<file path="config.mk">
export PLATFORM = sky130hd
export DESIGN_NAME = base_rrarb_mux
export DESIGN_NICKNAME = d
export VERILOG_FILES = /design/src/rtl/base_pkg.sv /design/src/rtl/base_rr_pick.sv /design/src/rtl/base_rrarb_mux.sv
export SDC_FILE = /design/constraint.sdc
export NUM_CORES = 1
export LEC_CHECK = 0
export BUFFER_PORTS_ARGS = -buffer_cell sky130_fd_sc_hd__buf_4
export CAP_MARGIN = 0
export CORE_MARGIN = 4
export CORE_UTILIZATION = 53
export DETAILED_ROUTE_END_ITERATION = 16
export GPL_ROUTABILITY_DRIVEN = 0
export GPL_TIMING_DRIVEN = 0
export PLACE_DENSITY = 0.87
export SYNTH_ARGS = -nofsm -noshare
export SYNTH_HDL_FRONTEND = slang
export SYNTH_HIERARCHICAL = 1
export SYNTH_SLANG_ARGS = --single-unit
export TNS_END_PERCENT = 1
</file>
<file path="constraint.sdc">
create_clock -name clk -period 5.71 [get_ports clk]
set_input_delay 0.2855 -clock clk [delete_from_list [all_inputs] [get_ports clk]]
set_output_delay 0.2855 -clock clk [all_outputs]
set_load 0.01 [all_outputs]
</file>
<file path="src/rtl/base_pkg.sv">
// Shared types and helpers for the base_* arbitration/mux blocks.
package base_pkg;

    typedef enum logic [0:0] {
        ARB_IDLE   = 1'b0,
        ARB_LOCKED = 1'b1
    } arb_state_e;

    // Index width for n items, never below 1 so single-entry blocks still get a port.
    function automatic int base_clog2(input int n);
        int r;
        r = 0;
        for (int i = 0; i < 31; i++) begin
            if ((1 << i) < n) r = i + 1;
        end
        return (r < 1) ? 1 : r;
    endfunction

endpackage

</file>
<file path="src/rtl/base_rr_pick.sv">
// Combinational rotating-priority pick: first asserted req at or after ptr, wrapping.
module base_rr_pick
    import base_pkg::*;
#(
    parameter int n  = 4,
    parameter int sw = base_clog2(n)
) (
    input  logic [n-1:0]  req,
    input  logic [sw-1:0] ptr,
    output logic [n-1:0]  gnt,
    output logic [sw-1:0] idx,
    output logic          any
);

    int          pos;
    logic [sw-1:0] pos_s;

    always_comb begin
        gnt   = '0;
        idx   = '0;
        any   = 1'b0;
        pos   = 0;
        pos_s = '0;
        for (int off = 0; off < n; off++) begin
            // ptr < n always, so a single subtract implements the wrap.
            pos = int'(ptr) + off;
            if (pos >= n) pos = pos - n;
            pos_s = sw'(pos);
            if (!any && req[pos_s]) begin
                any        = 1'b1;
                gnt[pos_s] = 1'b1;
                idx        = pos_s;
            end
        end
    end

endmodule

</file>
<file path="src/rtl/base_rrarb_mux.sv">
// Round-robin arbiter muxing ni valid/ready requesters onto one registered output stage,
// with optional packet lock from the first beat to the end-of-packet beat.
//
//  state      | meaning
//  -----------+----------------------------------------------------------
//  ARB_IDLE   | rotating-priority arbitration starting at ptr
//  ARB_LOCKED | grant pinned to lk_idx until its end-of-packet beat moves
module base_rrarb_mux
    import base_pkg::*;
#(
    parameter int ni    = 4,
    parameter int width = 8,
    parameter int lock  = 1
) (
    input  logic                        clk,
    input  logic                        reset_n,
    input  logic [ni-1:0]               i_v,
    output logic [ni-1:0]               i_r,
    input  logic [ni*width-1:0]         i_d,
    input  logic [ni-1:0]               i_e,
    output logic                        o_v,
    input  logic                        o_r,
    output logic [width-1:0]            o_d,
    output logic                        o_e,
    output logic [base_clog2(ni)-1:0]   o_s
);

    localparam int sw = base_clog2(ni);

    arb_state_e       state;
    logic [sw-1:0]    ptr;
    logic [sw-1:0]    lk_idx;
    logic [ni-1:0]    req;
    logic [ni-1:0]    gnt;
    logic [sw-1:0]    idx;
    logic             any;
    logic             ld;
    logic             xfer;
    logic [sw-1:0]    ptr_nxt;
    logic [width-1:0] sel_d;
    logic             sel_e;

    // Grant never looks at o_r; o_r only gates ready through ld.
    always_comb begin
        req = i_v;
        if (state == ARB_LOCKED) begin
            req         = '0;
            req[lk_idx] = i_v[lk_idx];
        end
    end

    base_rr_pick #(
        .n  (ni),
        .sw (sw)
    ) u_pick (
        .req (req),
        .ptr (ptr),
        .gnt (gnt),
        .idx (idx),
        .any (any)
    );

    assign ld      = ~o_v | o_r;
    assign i_r     = (ld & reset_n) ? gnt : '0;
    assign xfer    = any & ld;
    assign ptr_nxt = (idx == sw'(ni - 1)) ? '0 : idx + 1'b1;

    always_comb begin
        sel_d = '0;
        for (int k = 0; k < ni; k++) begin
            if (gnt[k]) sel_d = i_d[k*width +: width];
        end
        sel_e = |(i_e & gnt);
    end

    always_ff @(posedge clk or negedge reset_n) begin
        if (!reset_n) begin
            state  <= ARB_IDLE;
            ptr    <= '0;
            lk_idx <= '0;
            o_v    <= 1'b0;
            o_d    <= '0;
            o_e    <= 1'b0;
            o_s    <= '0;
        end else begin
            if (xfer) begin
                o_v <= 1'b1;
                o_d <= sel_d;
                o_e <= sel_e;
                o_s <= idx;
                ptr <= ptr_nxt;
                if (lock != 0 && !sel_e) begin
                    state  <= ARB_LOCKED;
                    lk_idx <= idx;
                end else begin
                    state <= ARB_IDLE;
                end
            end else if (o_r) begin
                o_v <= 1'b0;
            end
        end
    end

`ifndef SYNTHESIS
    // A requester left waiting must still be valid on the next cycle.
    logic [ni-1:0] pend_q;

    always_ff @(posedge clk or negedge reset_n) begin
        if (!reset_n) pend_q <= '0;
        else          pend_q <= i_v & ~i_r;
    end

    always_ff @(posedge clk) begin
        if (reset_n) begin
            assert ((pend_q & ~i_v) == '0)
            else $error("base_rrarb_mux: requester dropped valid before ready, pend=%b v=%b",
                        pend_q, i_v);
        end
    end
`endif

endmodule

</file>
==> flow_summary_export.csv, run 1 <==
group,metric,value,unit
global_route,grt_pass1_vias,1422,
global_route,grt_start_max_net_pins,22,
sta,finalHoldViolations,0,
critical_path,path_cells,"inv_1 -> ha_1 -> mux4_2 -> buf_6 -> nor4b_4 -> a22oi_1 -> o21ai_0 -> buf_2 -> clkbuf_1 -> and3_1 -> buf_4",
critical_path,critPathMaxStageDelay,0.56,ns
placed_design,place_area,0.00199,mm2
routing,vias,1481,
placed_design,dp_hpwl,3.04,mm
synth,synthDistinctLibCells,38,
routing,dr.pass1.iters,4,
placed_design,portBuffers,58,
run_status,status,"finished clean",
routing,wl_per_cell,15.7,um
finish,drive_gt1_share,40.9,%
sta,rsz0062_at_grt,"no",
floorplanning,io_pins,59,
clock_tree,clock_path_buffers,2,
power,irDropWorstVdd,0.513,mV
synth,synth.top_cells.by_area,"dfrtp_1, a31oi_2, a21oi_1",
critical_path,rrSetupSlack,2.19,ns
critical_path,path_max_fanout,10,
global_route,track_usage,21.8,%
floorplanning,die_h,61.5,um
floorplanning,start_util,55.1,%
synth,synth.avg_cell_area,9.67,um2
finish,area_delta_synth_final,33.6,%
critical_path,worstSetupPathType,"reg -> out",
synth,yosysWarnings,6,
clock_tree,htreeDepth,1,
synth,yosysTopAreaCell,"dfrtp_1",
clock_tree,clkTransAtPathRegs,0.10,ns
finish,diodes,0,
sta,fin_setup_tns,0,ns
global_route,antenna_found_initial,0,
floorplanning,core,0.00276,mm2
synth,synth_edf_count,0,
routing,wl,3.94,mm
global_route,grt_pass1_wl,6.29,mm
clock_tree,numCtsBuffers,3,
synth,synth.cell_area,0.00152,mm2
synth,yosys.area.top_type_share,28.0,%
floorplanning,die-area,0.00379,mm2
finish,fillers,211,
critical_path,cp-startpoint,"ptr[1]",
worst_hold_path,hold_path.class,"in -> reg",
flow_run,cap_violations,0,
synth,ys_seq_area_share,28.0,%
critical_path,crit_path_end_kind,"output pin",
critical_path,worstSetupStartpointType,"register",
power,p_leak,0.931,nW
critical_path,r2r_start,"ptr[1]",
sta,period_minus_slack,3.69,ns
synth,synth_nets,206,
power,p_per_area,760,mW/mm2
routing,ant_nets,0,
critical_path,slowest_stage,"dfrtp_1",
clock_tree,cts_tree,"yes",
clock_tree,insertion_delay,0.28,ns
sta,maxSlewViolCount,0,
finish,final_util,73.6,%
sta,final.setup_skew,0.000932,ns
synth,ys_ff_latch,17,
sta,setup_viol,0,
clock_tree,cts_resized,0,
floorplanning,fp-row-count,19,
sta,relSlewSlack,45.8,%
finish,layout.nets,270,
finish,final_cell_area,0.00203,mm2
routing,drc,0,
routing,vias_per_cell,5.90,
synth,syn_inst,157,
clock_tree,cts_root_buf,"clkbuf_4",
synth,ys.flop_type,"dfrtp_1",
floorplanning,die_x,61.5,um
clock_tree,cts_sinks,17,
synth,synth_async_sr_flop_share,100,%
worst_hold_path,hold_start,"i_d[27]",
sta,max_freq,271,MHz
global_route,grt_overflow,0,
critical_path,worstPathRequired,5.42,ns
critical_path,worstPathArrival,3.40,ns
sta,worstMarginPinSlew,0.804,ns
routing,drt_iter0_markers,73,
sta,fin_crit_sh,64.6,%
-- layout by cell type (no fill, tap or decap), types with 5 or more instances in the layout --
cell type	count
nand3b_1	8
nand2b_1	5
dfrtp_1	17
ha_1	6
nand2_1	9
inv_1	12
a31oi_2	8
a22oi_1	10
a221o_1	8
o21ai_0	6
a21oi_1	16
mux2_2	5
buf_4	61
-- cells in the mapped netlist (2+ instances only) --
master and instances:
a21boi_0 3, a21oi_1 16, a221o_1 8, a22oi_1 10, a31oi_2 8, and2_1 2, and3_1 3, buf_2 3
buf_4 3, buf_6 4, clkbuf_1 3, dfrtp_1 17, ha_1 6, inv_1 12, mux2_1 2, mux2_2 5
mux2i_1 2, mux4_1 2, mux4_2 2, nand2_1 9, nand2b_1 5, nand3b_1 8, nor2_1 4, o21ai_0 6
-- report_power, final --
part           switching (mW)  total (mW)  internal [mW]
logic                   0.634        1.23          0.600
clock network          0.0382      0.0653         0.0271
registers              0.0526       0.244          0.191
-- through the flow --
step | setup slack [ns] | instances | hold WS, ns | power [mW]
2_1_floorplan | 2.79 | 157 | -0.0101 | 1.17
5_1_grt | 1.73 | 251 | 0.277 | 1.69
3_3_place_gp | 2.34 | 246 | 0.163 | 1.43
3_5_place_dp | 2.19 | 246 | 0.169 | 1.47
4_1_cts | 2.02 | 251 | 0.274 | 1.55
6_report | 2.02 | 251 | 0.278 | 1.54
-- logic make-up (layout without fill, tap and decap cells) --
logic type / after synthesis / count (layout) / share of synthesized area [%]
buffers and inverters: 25 / 88 / 9.14
flip-flops: 17 / 17 / 28.0
AND/OR/NAND/NOR: 39 / 39 / 16.4
multiplexers: 13 / 13 / 12.9
adder cells (fa/ha/maj): 6 / 6 / 4.94
AO/OA/AOI/OAI: 57 / 57 / 28.6
-- final timing paths --
check | depth (start not counted) | to
worst max register to register | 10 | lk_idx[1]
worst min-delay path | 3 | o_d[3]
max in group asynchronous | 2 | o_d[4]
worst min register to register | 1 | o_e
min in group asynchronous | 2 | o_d[3]
worst max-delay path | 11 | i_r[3]
-- critical path: cells and delay by family, from the launching register on --
| kind | cells | cell delay [ns] |
|---|---|---|
| flops | 1 | 0.56 |
| buf+inv | 5 | 1.03 |
| mux | 1 | 0.33 |
| compound gates | 2 | 0.22 |
| fa+ha+maj | 1 | 0.39 |
| simple gates | 2 | 0.59 |
-- layer usage --
metal  track usage [%]  share of wire, %
met1              29.5                43
met2              37.2                52
met3              1.68               4.2
met4              6.06              0.91
met5                 0                 0
-- registers in the layout, indices dropped and copies added (netlist names) --
name	flops
o_v	1
o_e	1
ptr	2
o_d	8
o_s	2
lk_idx	2
state	1
-- area by class of cell --
cell class / instances / area, um2 / area share (%)
Buffer: 13 / 93.8 / 4.62
Clock buffer: 4 / 26.3 / 1.29
Inverter: 12 / 45.0 / 2.22
Multi-Input combinational cell: 115 / 955 / 47.0
Sequential cell: 17 / 425 / 21.0
Tap cell: 31 / 38.8 / 1.91
Timing Repair Buffer: 59 / 445 / 21.9
-- what timing repair did --
| action | 4_1_cts | 5_1_grt |
|---|---|---|
| buffers inserted | 0 | 0 |
| hold endpoints to repair | 17 | 0 |
| endpoints found under the setup margin | 0 | 0 |
| hold buffers | 1 | 0 |
(Power assumes the default switching activity.)
==> inputs of run 2 (changes only) <==
--- a/config.mk
+++ b/config.mk
@@ -8,11 +8,11 @@
 export BUFFER_PORTS_ARGS = -buffer_cell sky130_fd_sc_hd__buf_4
 export CAP_MARGIN = 0
 export CORE_MARGIN = 4
-export CORE_UTILIZATION = 53
+export CORE_UTILIZATION = 44
 export DETAILED_ROUTE_END_ITERATION = 16
 export GPL_ROUTABILITY_DRIVEN = 0
 export GPL_TIMING_DRIVEN = 0
-export PLACE_DENSITY = 0.87
+export PLACE_DENSITY = 0.77
 export SYNTH_ARGS = -nofsm -noshare
 export SYNTH_HDL_FRONTEND = slang
 export SYNTH_HIERARCHICAL = 1
==> constraint.sdc (replaced) <==
create_clock -name clk -period 3.35 [get_ports clk]
set_input_delay 0.1675 -clock clk [delete_from_list [all_inputs] [get_ports clk]]
set_output_delay 0.1675 -clock clk [all_outputs]
set_load 0.01 [all_outputs]
==> run 2 against run 1 <==
Effect of this change: sequential share of layout area is 0.33 points lower; critical path depth is 1 higher; clock skew rose by 0.0096 ns; critical path type unchanged.
==> flow_summary_export.csv, run 2 (synthesized netlist as in run 1, its figures left out) <==
group,metric,value,unit
run_status,status,"finished clean",
critical_path,worstPathArrival,3.07,ns
placed_design,portBuffers,58,
floorplanning,start_util,45.5,%
clock_tree,cts_sinks,17,
finish,regMostFlops,"o_d",
sta,setup_slack,0.117,ns
floorplanning,die_x,66.8,um
global_route,track_usage,17.9,%
sta,relSlewSlack,65.4,%
finish,final_cells,266,
finish,fillers,291,
sta,max_freq,309,MHz
finish,drive_gt1_share,43.6,%
global_route,grt_start_max_net_pins,22,
critical_path,worstSetupStartpointType,"register",
floorplanning,core,0.00334,mm2
power,irDropWorstVdd,0.725,mV
global_route,antenna_found_initial,0,
finish,final_cell_area,0.00207,mm2
critical_path,critPathMaxStageDelay,0.45,ns
placed_design,place_area,0.00201,mm2
routing,wl,4.03,mm
routing,dr.pass1.iters,5,
routing,vias,1495,
critical_path,path_max_fanout,10,
global_route,grt_overflow,0,
power,p_total,2.68,mW
flow_run,cap_violations,0,
routing,vias_per_cell,5.62,
clock_tree,clkTransAtPathRegs,0.11,ns
clock_tree,clock_path_buffers,2,
clock_tree,insertion_delay,0.29,ns
sta,fin_setup_tns,0,ns
critical_path,crit_path_end_kind,"output pin",
critical_path,crit_top_cell,"buf_6",
critical_path,worst-path-buf-inv,6,
clock_tree,numCtsBuffers,3,
critical_path,slowest_stage,"dfrtp_2",
sta,final.setup_skew,0.0105,ns
sta,worstMarginPinSlew,0.514,ns
floorplanning,fp-row-count,21,
finish,mostFrequentLayoutCells,"buf_4, a21oi_1, dfrtp_1",
sta,finalHoldViolations,0,
power,p_per_area,1290,mW/mm2
routing,ant_nets,0,
finish,diodes,0,
sta,maxSlewViolCount,0,
finish,final_util,62.2,%
global_route,grt_pass1_vias,1311,
sta,hold_slack,0.158,ns
routing,drt_iter0_markers,125,
sta,setup_viol,0,
finish,seq_area,428,um2
power,p_leak,0.935,nW
floorplanning,io_pins,59,
routing,drc,0,
critical_path,path_cells,"buf_6 -> inv_1 -> ha_4 -> mux4_2 -> buf_6 -> nor4b_4 -> a22oi_1 -> o21ai_0 -> buf_2 -> clkbuf_4 -> and3_1 -> buf_4",
finish,largest_reg_flops,8,
floorplanning,die_h,66.8,um
critical_path,cpLargestDelayFamily,"buffers and inverters",
clock_tree,postCtsSetupBuffers,0,
placed_design,pre_cts_ws,-0.186,ns
routing,wl_per_cell,15.2,um
critical_path,worstPathRequired,3.18,ns
sta,period_minus_slack,3.23,ns
finish,area_delta_synth_final,36.6,%
worst_hold_path,hold_path.class,"in -> reg",
global_route,grt_pass1_wl,6.21,mm
sta,rsz0062_at_grt,"yes",
critical_path,worstSetupPathType,"reg -> out",
finish,layout.nets,270,
placed_design,dp_hpwl,3.12,mm
clock_tree,htreeDepth,1,
floorplanning,die-area,0.00446,mm2
clock_tree,cts_tree,"yes",
clock_tree,cts_root_buf,"clkbuf_4",
finish,multi_input_area,971,um2
placed_design,dpl.cell_count,261,
sta,fin_crit_sh,96.5,%
finish,final_common_cell,"buf_4",
[run 2: timing repair]
| action | in CTS | in global routing |
|---|---|---|
| endpoints found under the hold margin | 17 | 0 |
| hold buffers | 1 | 0 |
| pin swaps | 0 | 0 |
| resized for setup | 4 | 7 |
| setup endpoints to repair | 12 | 13 |
[run 2: area by class of cell]
cell class | count | area share [%]
buffer | 13 | 4.70
timing repair buffer | 59 | 21.5
sequential | 17 | 20.6
tap | 46 | 2.77
clock buffer | 3 | 1.09
clock inverter | 1 | 0.362
multi-input combinational | 115 | 46.8
inverter | 12 | 2.17
[run 2: power breakdown]
group	leakage [nW]	total [mW]	switching [mW]	internal, mW
clock network	0.0139	0.112	0.0662	0.0454
logic	0.723	2.15	1.10	1.05
registers	0.198	0.421	0.0924	0.329
[run 2: final timing paths]
path	startpoint	end	slack [ns]	cells after the start
max	ptr[0]	i_r[3]	0.12	12
min	i_d[31]	o_d[7]	0.16	3
max reg2reg	state	lk_idx[0]	0.29	10
min reg2reg	o_e	o_e	0.50	1
max in group asynchronous	reset_n	ptr[1]	2.87	2
min in group asynchronous	reset_n	state	0.27	2
[run 2: worst min-delay path: stages]
cell     delay [ns]
buf_4          0.11
nand2_1        0.07
a31oi_2        0.08
[run 2: metal layers]
| metal | part of all wire, % | vias to the layer above | GRT usage, % |
|---|---|---|---|
| met1 | 44 | 711 | 24.7 |
| met4 | 2.2 | 0 | 7.11 |
| met3 | 4.6 | 8 | 0.675 |
| met2 | 49 | 56 | 29.5 |
| met5 | 0 | - | 0 |
| li1 | - | 720 | - |
